`src/rtl/xgriscv_imem_loader_pkg.sv`:
```
// Shared types and defaults for the imem boot loader: FSM states, sync marker, address width.
// Latency: n/a (declarations only).
// Backpressure: n/a.
package xgriscv_imem_loader_pkg;

    localparam int unsigned LDR_IMEM_AW = 8;
    localparam logic [7:0]  LDR_SYNC    = 8'hA5;

    typedef enum logic [2:0] {
        LDR_IDLE,
        LDR_LEN0,
        LDR_LEN1,
        LDR_DATA,
        LDR_CSUM,
        LDR_DONE,
        LDR_ERR
    } ldr_state_t;

    // A frame may fill the whole memory but never exceed it.
    function automatic logic len_overflow(input logic [15:0] n_words, input int unsigned aw);
        return {1'b0, n_words} > (17'd1 << aw);
    endfunction

endpackage

```
`src/rtl/xgriscv_imem_loader_if.sv`:
```
// Loader bus bundle: host byte link, imem write port, core reset/status (+ echo link with IMEM_LOADER_ECHO_EN).
// Latency: n/a (wires only).
// Backpressure: master (loader) drives rx_ready; slave (host side) drives tx_ready when echo is built.
interface xgriscv_imem_loader_if
    import xgriscv_imem_loader_pkg::*;
#(
    parameter int unsigned IMEM_AW = LDR_IMEM_AW
);
    logic               rx_valid;
    logic [7:0]         rx_data;
    logic               rx_ready;
    logic               imem_we;
    logic [IMEM_AW-1:0] imem_addr;
    logic [31:0]        imem_wdata;
    logic               core_rstn;
    logic               load_done;
    logic               load_err;
`ifdef IMEM_LOADER_ECHO_EN
    logic               tx_valid;
    logic [7:0]         tx_data;
    logic               tx_ready;
`endif

    modport master (
        input  rx_valid, rx_data,
        output rx_ready, imem_we, imem_addr, imem_wdata, core_rstn, load_done, load_err
`ifdef IMEM_LOADER_ECHO_EN
        , output tx_valid, tx_data
        , input  tx_ready
`endif
    );

    modport slave (
        output rx_valid, rx_data,
        input  rx_ready, imem_we, imem_addr, imem_wdata, core_rstn, load_done, load_err
`ifdef IMEM_LOADER_ECHO_EN
        , input  tx_valid, tx_data
        , output tx_ready
`endif
    );

endinterface

```
`src/rtl/xgriscv_imem_loader_byte_packer.sv`:
```
// Packs data bytes LSB-first into 32-bit words and keeps the running XOR of all data bytes.
// Latency: word_rdy/word_dat are combinational with the 4th byte of a word.
// Backpressure: none; consumes a byte whenever byte_vld is high.
module xgriscv_imem_loader_byte_packer
    import xgriscv_imem_loader_pkg::*;
(
    input  logic        clk,
    input  logic        rstn,
    input  logic        clear,
    input  logic        byte_vld,
    input  logic [7:0]  byte_dat,
    output logic        word_rdy,
    output logic [31:0] word_dat,
    output logic [7:0]  csum
);

    logic [1:0]  idx_q;
    logic [23:0] sh_q;
    logic [7:0]  csum_q;

    // After three shifts sh_q holds {b2, b1, b0}; the 4th byte completes the word on the wire.
    assign word_rdy = byte_vld && (idx_q == 2'd3);
    assign word_dat = {byte_dat, sh_q};
    assign csum     = csum_q;

    always_ff @(posedge clk or negedge rstn) begin
        if (!rstn) begin
            idx_q  <= 2'd0;
            sh_q   <= 24'd0;
            csum_q <= 8'd0;
        end else if (clear) begin
            idx_q  <= 2'd0;
            sh_q   <= 24'd0;
            csum_q <= 8'd0;
        end else if (byte_vld) begin
            idx_q  <= idx_q + 2'd1;
            sh_q   <= {byte_dat, sh_q[23:8]};
            csum_q <= csum_q ^ byte_dat;
        end
    end

endmodule

```
`src/rtl/xgriscv_imem_loader.sv`:
```
// Boot loader: framed byte stream -> imem words; releases core reset after a checksum-valid image.
// Latency: imem write one cycle after a word's 4th byte; core_rstn rises one cycle after load_done.
// Backpressure: rx_ready high after reset; with IMEM_LOADER_ECHO_EN it drops while an echo is pending.
module xgriscv_imem_loader
    import xgriscv_imem_loader_pkg::*;
#(
    parameter int unsigned IMEM_AW   = LDR_IMEM_AW,
    parameter logic [7:0]  SYNC_BYTE = LDR_SYNC
)(
    input  logic                  clk,
    input  logic                  rstn,
    xgriscv_imem_loader_if.master bus
);

    ldr_state_t         state_q, state_d;
    logic               rdy_q;
    logic               rx_ready;
    logic               accept;
    logic               is_sync;
    logic [7:0]         len_lo_q;
    logic [15:0]        len_q;
    logic [15:0]        word_cnt_q;
    logic [15:0]        n_words;
    logic               last_word;
    logic               we_q;
    logic [IMEM_AW-1:0] addr_q;
    logic [31:0]        wdata_q;
    logic               core_rstn_q;

    logic               pk_clear;
    logic               pk_vld;
    logic               pk_word_rdy;
    logic [31:0]        pk_word;
    logic [7:0]         pk_csum;

    assign accept    = bus.rx_valid && rx_ready;
    assign is_sync   = accept && (bus.rx_data == SYNC_BYTE);
    assign n_words   = {bus.rx_data, len_lo_q};
    assign last_word = (word_cnt_q == len_q - 16'd1);
    assign pk_clear  = is_sync && (state_q inside {LDR_IDLE, LDR_DONE, LDR_ERR});
    assign pk_vld    = accept && (state_q == LDR_DATA);

    xgriscv_imem_loader_byte_packer u_packer (
        .clk      (clk),
        .rstn     (rstn),
        .clear    (pk_clear),
        .byte_vld (pk_vld),
        .byte_dat (bus.rx_data),
        .word_rdy (pk_word_rdy),
        .word_dat (pk_word),
        .csum     (pk_csum)
    );

    always_comb begin
        state_d = state_q;
        unique case (state_q)
            LDR_IDLE, LDR_DONE, LDR_ERR: begin
                if (is_sync) state_d = LDR_LEN0;
            end
            LDR_LEN0: begin
                if (accept) state_d = LDR_LEN1;
            end
            LDR_LEN1: begin
                if (accept) begin
                    if (len_overflow(n_words, IMEM_AW)) state_d = LDR_ERR;
                    else if (n_words == 16'd0)          state_d = LDR_CSUM;
                    else                                state_d = LDR_DATA;
                end
            end
            LDR_DATA: begin
                if (pk_word_rdy && last_word) state_d = LDR_CSUM;
            end
            LDR_CSUM: begin
                if (accept) state_d = (bus.rx_data == pk_csum) ? LDR_DONE : LDR_ERR;
            end
            default: state_d = LDR_IDLE;
        endcase
    end

    always_ff @(posedge clk or negedge rstn) begin
        if (!rstn) begin
            state_q     <= LDR_IDLE;
            rdy_q       <= 1'b0;
            len_lo_q    <= 8'd0;
            len_q       <= 16'd0;
            word_cnt_q  <= 16'd0;
            we_q        <= 1'b0;
            addr_q      <= '0;
            wdata_q     <= 32'd0;
            core_rstn_q <= 1'b0;
        end else begin
            state_q <= state_d;
            rdy_q   <= 1'b1;
            we_q    <= pk_word_rdy;
            // The core only leaves reset once DONE has been visible for a full cycle.
            core_rstn_q <= (state_q == LDR_DONE) && !is_sync;
            if (accept && state_q == LDR_LEN0) len_lo_q <= bus.rx_data;
            if (accept && state_q == LDR_LEN1) len_q    <= n_words;
            if (pk_clear) begin
                word_cnt_q <= 16'd0;
            end else if (pk_word_rdy) begin
                word_cnt_q <= word_cnt_q + 16'd1;
            end
            if (pk_word_rdy) begin
                addr_q  <= word_cnt_q[IMEM_AW-1:0];
                wdata_q <= pk_word;
            end
        end
    end

`ifdef IMEM_LOADER_ECHO_EN
    logic       tx_vld_q;
    logic [7:0] tx_dat_q;

    always_ff @(posedge clk or negedge rstn) begin
        if (!rstn) begin
            tx_vld_q <= 1'b0;
            tx_dat_q <= 8'd0;
        end else if (accept) begin
            tx_vld_q <= 1'b1;
            tx_dat_q <= bus.rx_data;
        end else if (bus.tx_ready) begin
            tx_vld_q <= 1'b0;
        end
    end

    // One echo slot: no new byte is taken until the previous echo has left.
    assign rx_ready    = rdy_q && !tx_vld_q;
    assign bus.tx_valid = tx_vld_q;
    assign bus.tx_data  = tx_dat_q;
`else
    assign rx_ready = rdy_q;
`endif

    assign bus.rx_ready   = rx_ready;
    assign bus.imem_we    = we_q;
    assign bus.imem_addr  = addr_q;
    assign bus.imem_wdata = wdata_q;
    assign bus.core_rstn  = core_rstn_q;
    assign bus.load_done  = (state_q == LDR_DONE);
    assign bus.load_err   = (state_q == LDR_ERR);

endmodule

```
`src/flat_wrapper.sv`:
```
// flat-port wrapper written by rule: the top's interface ports become plain ports
module xgriscv_imem_loader_flat import xgriscv_imem_loader_pkg::*;
#(
    parameter int unsigned IMEM_AW   = LDR_IMEM_AW,
    parameter logic [7:0]  SYNC_BYTE = LDR_SYNC
)
  (clk, rstn, bus_rx_valid, bus_rx_data, bus_rx_ready, bus_imem_we, bus_imem_addr, bus_imem_wdata, bus_core_rstn, bus_load_done, bus_load_err);
  xgriscv_imem_loader_if #(.IMEM_AW(IMEM_AW)) bus_i ();
  input  logic clk;
  input  logic rstn;
  input wire logic [$bits(bus_i.rx_valid)-1:0] bus_rx_valid;
  input wire logic [$bits(bus_i.rx_data)-1:0] bus_rx_data;
  output wire logic [$bits(bus_i.rx_ready)-1:0] bus_rx_ready;
  output wire logic [$bits(bus_i.imem_we)-1:0] bus_imem_we;
  output wire logic [$bits(bus_i.imem_addr)-1:0] bus_imem_addr;
  output wire logic [$bits(bus_i.imem_wdata)-1:0] bus_imem_wdata;
  output wire logic [$bits(bus_i.core_rstn)-1:0] bus_core_rstn;
  output wire logic [$bits(bus_i.load_done)-1:0] bus_load_done;
  output wire logic [$bits(bus_i.load_err)-1:0] bus_load_err;
  assign bus_i.rx_valid = bus_rx_valid;
  assign bus_i.rx_data = bus_rx_data;
  assign bus_rx_ready = bus_i.rx_ready;
  assign bus_imem_we = bus_i.imem_we;
  assign bus_imem_addr = bus_i.imem_addr;
  assign bus_imem_wdata = bus_i.imem_wdata;
  assign bus_core_rstn = bus_i.core_rstn;
  assign bus_load_done = bus_i.load_done;
  assign bus_load_err = bus_i.load_err;
  xgriscv_imem_loader #(.IMEM_AW(IMEM_AW), .SYNC_BYTE(SYNC_BYTE)) u_core (.clk(clk), .rstn(rstn), .bus(bus_i));
endmodule
```
`config.mk`:
```
export PLATFORM = sky130hd
export DESIGN_NAME = xgriscv_imem_loader_flat
export DESIGN_NICKNAME = d
export VERILOG_FILES = /design/src/rtl/xgriscv_imem_loader_pkg.sv /design/src/rtl/xgriscv_imem_loader_if.sv /design/src/rtl/xgriscv_imem_loader_byte_packer.sv /design/src/rtl/xgriscv_imem_loader.sv /design/src/flat_wrapper.sv
export SDC_FILE = /design/constraint.sdc
export NUM_CORES = 1
export LEC_CHECK = 0
export CAP_MARGIN = 20
export CORE_MARGIN = 3
export CORE_UTILIZATION = 60
export CTS_CLUSTER_SIZE = 28
export DETAILED_ROUTE_END_ITERATION = 8
export HOLD_SLACK_MARGIN = 0.08
export PLACE_DENSITY_LB_ADDON = 0.08
export SETUP_SLACK_MARGIN = 0.3
export SYNTH_ARGS = -nofsm -noshare
export SYNTH_HDL_FRONTEND = slang
export SYNTH_SLANG_ARGS = --single-unit
```
`constraint.sdc`:
```
create_clock -name clk -period 8 [get_ports clk]
set_input_delay 1.6 -clock clk [delete_from_list [all_inputs] [get_ports clk]]
set_output_delay 1.6 -clock clk [all_outputs]
set_load 0.05 [all_outputs]
```
# == Word-level counts from Yosys, hierarchy flattened ==
# Index checks and enable logic that the tools add are counted.
# totals
reg_bits,120
out_inout_bits,45
# classes
addsub,3
magnitude_cmp,1
n_eq_ne,15
muxes,17
bitwise,1
reduce_logical,17
# ops
cell,count
24-bit 2-to-1 mux,2
16-bit 2-to-1 mux,2
3-bit 2-to-1 mux,7
16-bit by 1-bit adder with 16-bit output (second input constant),1
16-bit == test,1
16-bit by 9-bit > comparator with 1-bit output (second input constant),1
16-bit zero test,1
8-bit 2-to-1 mux,2
16-bit by 1-bit subtractor with 16-bit output (second input constant),1
3-bit one-hot mux with 5 select lines,1
3-bit == test (second input constant),3
1-bit logical AND,9
8-bit == test,1
8-bit == test (second input constant),1
2-bit by 1-bit != test with 1-bit output (second input constant),4
8-bit XOR,1
3-bit by 2-bit == test with 1-bit output (second input constant),2
2-bit 2-to-1 mux,3
5-bit AND reduction,1
2-bit nonzero test,2
3-bit by 1-bit == test with 1-bit output (second input constant),1
3-bit zero test,1
3-bit nonzero test,1
3-bit OR reduction,1
4 further kinds,4

# == Longest topological paths before layout ==
# depth
ltp_word,6
ltp_mapped,8

# == Modules after synthesis ==
# Synthesis repeated with hierarchy kept, for this count alone.
# hier_totals
cells_unflattened,493
hier_area_um2,5808.1
# modules_own_cells
module,n_inst,cells_per_inst,area_each_um2
xgriscv_imem_loader,1,364,4251.6
xgriscv_imem_loader_byte_packer,1,129,1556.5

# == Least setup slack after synthesis ==
# OpenSTA, ideal clock, no wires.
# synth_path
kind,input -> register
from,in bus_rx_valid
to,reg u_core.state_q[0]
setup_ns,0.135
arrival_time_ns,3.083
slack_ns,4.783
path_stages,6
path_buffers,0
path_cell_list,and3b_1 -> o211ai_1 -> or4_1 -> or4b_1 -> a2111oi_4 -> o21ai_0
# synth_between
elab_chain_len,6
elab_cells_between_ends,11
cone_classes,eq/ne: 5; reduce/logical: 6
# synth_lines
item,line_no,text
start: declaration,flat_wrapper.sv:11,input wire logic [$bits(bus_i.rx_valid)-1:0] bus_rx_valid;
1-bit logical AND *,xgriscv_imem_loader.sv:36,assign accept = bus.rx_valid && rx_ready;
1-bit logical AND,xgriscv_imem_loader.sv:41,assign pk_vld = accept && (state_q == LDR_DATA);
1-bit logical AND,xgriscv_imem_loader_byte_packer.sv:22,assign word_rdy = byte_vld && (idx_q == 2'd3);
1-bit logical AND,xgriscv_imem_loader.sv:71,if (pk_word_rdy && last_word) state_d = LDR_CSUM;
2-bit != test (no source line),-,
5-bit AND reduction (no source line) *,-,
end signal: assignment,xgriscv_imem_loader.sv:92,state_q <= state_d;
end: declaration,xgriscv_imem_loader.sv:15,"ldr_state_t state_q, state_d;"
# Every way passes the cells marked *; elsewhere a longest branch is shown, timed or not.
# A chain may end at the register's enable or synchronous reset.

# == Worst setup path in the final report ==
# layout_path
from,reg u_core.state_q[0]
to,out bus_load_done
# layout_between
elab_chain_len,1
# layout_lines
item,line_no,text
3-bit == test,xgriscv_imem_loader.sv:140,assign bus.load_done = (state_q == LDR_DONE);
end: declaration,flat_wrapper.sv:18,output wire logic [$bits(bus_i.load_done)-1:0] bus_load_done;
# Every way passes these cells.

==> flow_metrics.env <==
export IMPL_synth_main_ff_cell="dfrtp_1"
export IMPL_maxSlewViolCount=0
export IMPL_clockBufferDepth=2
export IMPL_maxCapViolCount=0
export IMPL_min_to="u_core.bus.imem_wdata[8]"
export IMPL_htreeDepth=4
export IMPL_cts_made_buffers=17
export IMPL_clock_latency_ps=510
export IMPL_path_clk_slew_ps=60
export IMPL_final_cell_mix="dfrtp_1 (120), nand2_1 (63), mux2_2 (60)"
export IMPL_pin_count=56
export IMPL_grt_pass1_vias=4085
export IMPL_wl_um=12400
export IMPL_maxSlewHeadroom=0.304
export IMPL_die_area_sq_mm=0.0105
export IMPL_fin_nets=577
export IMPL_port_buffers=55
export IMPL_initial_core_util=0.631
export IMPL_diodes=0
export IMPL_postCtsSetupBuffers=0
export IMPL_holdWs_ps=504
export IMPL_placementRows=34
export IMPL_drtAntennaViolNets=0
export IMPL_gr_usage_all_layers=0.255
export IMPL_cp_slowest_cell="clkdlybuf4s50_1"
export IMPL_tritoncts="done"
export IMPL_die_x_um=103
export IMPL_fin_skew_ps=11.9
export IMPL_syn_nets=526
export IMPL_grt_overflow=0
export IMPL_async_reset_ff_frac=1.00
export IMPL_syn_area_sq_mm=0.00561
export IMPL_grt_max_degree=68
export IMPL_hold_path_class="reg2reg"
export IMPL_period_share=0.503
export IMPL_min_from="u_core.bus.imem_wdata[8]"
export IMPL_num_vias=4090
export IMPL_finalPower_uw=2240
export IMPL_fmax_mhz=248
export IMPL_area_delta_synth_final_pct=21.4
export IMPL_die_height_um=103
export IMPL_clock_sinks=120
export IMPL_reg2reg_depth=8
export IMPL_seq_area_frac_synth=0.536
export IMPL_drive_gt1_frac=0.191
export IMPL_crit_path_end_kind="primary output"
export IMPL_leakagePower_uw=0.00301
export IMPL_crit_path_start_kind="flip-flop"
export IMPL_critPathMaxStageDelay_ps=820
export IMPL_vias_per_cell=5.98
export IMPL_regToRegSetupSlack_ps=5100
export IMPL_timing_rr_start="u_core.len_q[0]"
export IMPL_grt_pass1_wl_um=20600
export IMPL_setup_tns_ps=0
export IMPL_drc=0
export IMPL_crit_required_ps=6400
export IMPL_crit_chain="nor2b_1 > and2_1 > clkdlybuf4s50_1"
export IMPL_antenna_found_initial=0
export IMPL_final_hold_viol_count=0
export IMPL_status="finished, final reports clean"
export IMPL_syn_inst=512
export IMPL_drtIter0Drc=207
export IMPL_synth_edf_count=0
export IMPL_wl_per_cell_um=18.1
export IMPL_reg2reg_to="u_core.state_q[1]"
export IMPL_drtPass1Iterations=4
export IMPL_worst_slew_pin_transition_ps=1040
export IMPL_cts_resized=0
export IMPL_min_period_ps=4030
export IMPL_synth_warnings=0
export IMPL_root_buffer="clkbuf_8"
export IMPL_place_gp_congestion=0.955
export IMPL_ir_worst_vdd_uv=232
export IMPL_cp_arrival_ps=2430
export IMPL_dp_hpwl_um=8200
export IMPL_ys_types=57
export IMPL_min_path_cells=1
export IMPL_post_synth_cell_area_avg_sq_um=11.0
export IMPL_setup_viol=0
export IMPL_final_common_cell="dfrtp_1"
export IMPL_cts_hold_buf=0
export IMPL_cp_max_fo=17
export IMPL_p_per_area_mw_per_mm2=329
export IMPL_rsz0062_at_grt="no"
export IMPL_core_area_sq_mm=0.00889
export IMPL_worstSetupPathType="reg2out"
export IMPL_ys_ff_latch=120
[logic make-up after synthesis]
logic type               Yosys count  synth area share
AND/OR/NAND/NOR                  173             0.153
buffers and inverters             36            0.0261
multiplexers                      61             0.122
other                              1          0.000669
XOR/XNOR                          48            0.0750
flip-flops                       120             0.536
AO/OA/AOI/OAI                     70            0.0808
adder cells (fa/ha/maj)            3           0.00670
[sequential cells by signal (all words and copies together) (netlist names), 3 cells and up]
register and count:
u_core.bus.imem_addr 8, u_core.bus.imem_wdata 32, u_core.len_lo_q 8, u_core.len_q 16, u_core.state_q 3, u_core.u_packer.csum 8, u_core.u_packer.sh_q 24, u_core.word_cnt_q 16
[layer usage]
metal  GRT usage  up-vias  share of wire
met5           0        -              0
met4      0.0898        0          0.017
met3      0.0629       21          0.050
met2       0.394      136           0.49
met1       0.355     2028           0.45
li1            -     1905              -
[final cells by class]
class	count	area (sq um)
clock buffer	17	414
clock inverter	15	165
tap	108	135
fill	584	2090
timing repair buffer	60	586
sequential	120	3000
multi-input combinational	356	2470
inverter	8	30.0
[per-stage QoR]
| step | instance area, sq um | worst slack [ps] | utilization | instances |
|---|---|---|---|---|
| 3_3_place_gp | 6220 | 4050 | 0.700 | 652 |
| 6_report | 6800 | 3970 | 0.765 | 684 |
| 3_5_place_dp | 6220 | 3980 | 0.700 | 652 |
| 5_1_grt | 6800 | 3850 | 0.765 | 684 |
| 4_1_cts | 6800 | 3980 | 0.765 | 684 |
| 2_1_floorplan | 5610 | 4780 | - | 512 |
[Yosys cell counts, types with 4 or more instances]
cell type    n  share of area
nand2b_1     5         0.0056
o21ai_0     11         0.0098
a21oi_1     33          0.029
dfrtp_1    120           0.54
nand2_1     63          0.042
nand3_1     10         0.0089
nor4_1       6         0.0067
nor3_1      11         0.0098
or4_1        6         0.0080
nor2_1      39          0.026
mux2_2      60           0.12
inv_1        8         0.0054
clkbuf_1    22          0.015
and3_1       4         0.0045
nand4_1      9          0.010
xor2_1      30          0.047
xnor2_1     18          0.028
[worst max-delay path, delay by kind of cell (launching register included)]
family,cells,cell delay [ps]
buffers and inverters,1,820
and+or+nand+nor,2,450
DFF,1,650
[how the worst max path moves through the flow]
stage / end / from / slack [ps] / cells after the start
after floorplan: u_core.state_q[0] / bus_rx_valid / 4780 / 6
after global placement: u_core.state_q[1] / bus_rx_valid / 4050 / 7
after detailed placement: u_core.state_q[1] / bus_rx_valid / 3980 / 7
after CTS: bus_load_done / u_core.state_q[0] / 3980 / 3
after global routing: bus_load_err / u_core.state_q[1] / 3850 / 3
final: bus_load_done / u_core.state_q[0] / 3970 / 3
[power breakdown]
part	leakage, uW	internal [uW]	switching [uW]
registers	0.00153	738	96.7
clock network	0.000278	449	288
logic	0.00120	248	417
Note: power is estimated with default switching activity, not from simulation.
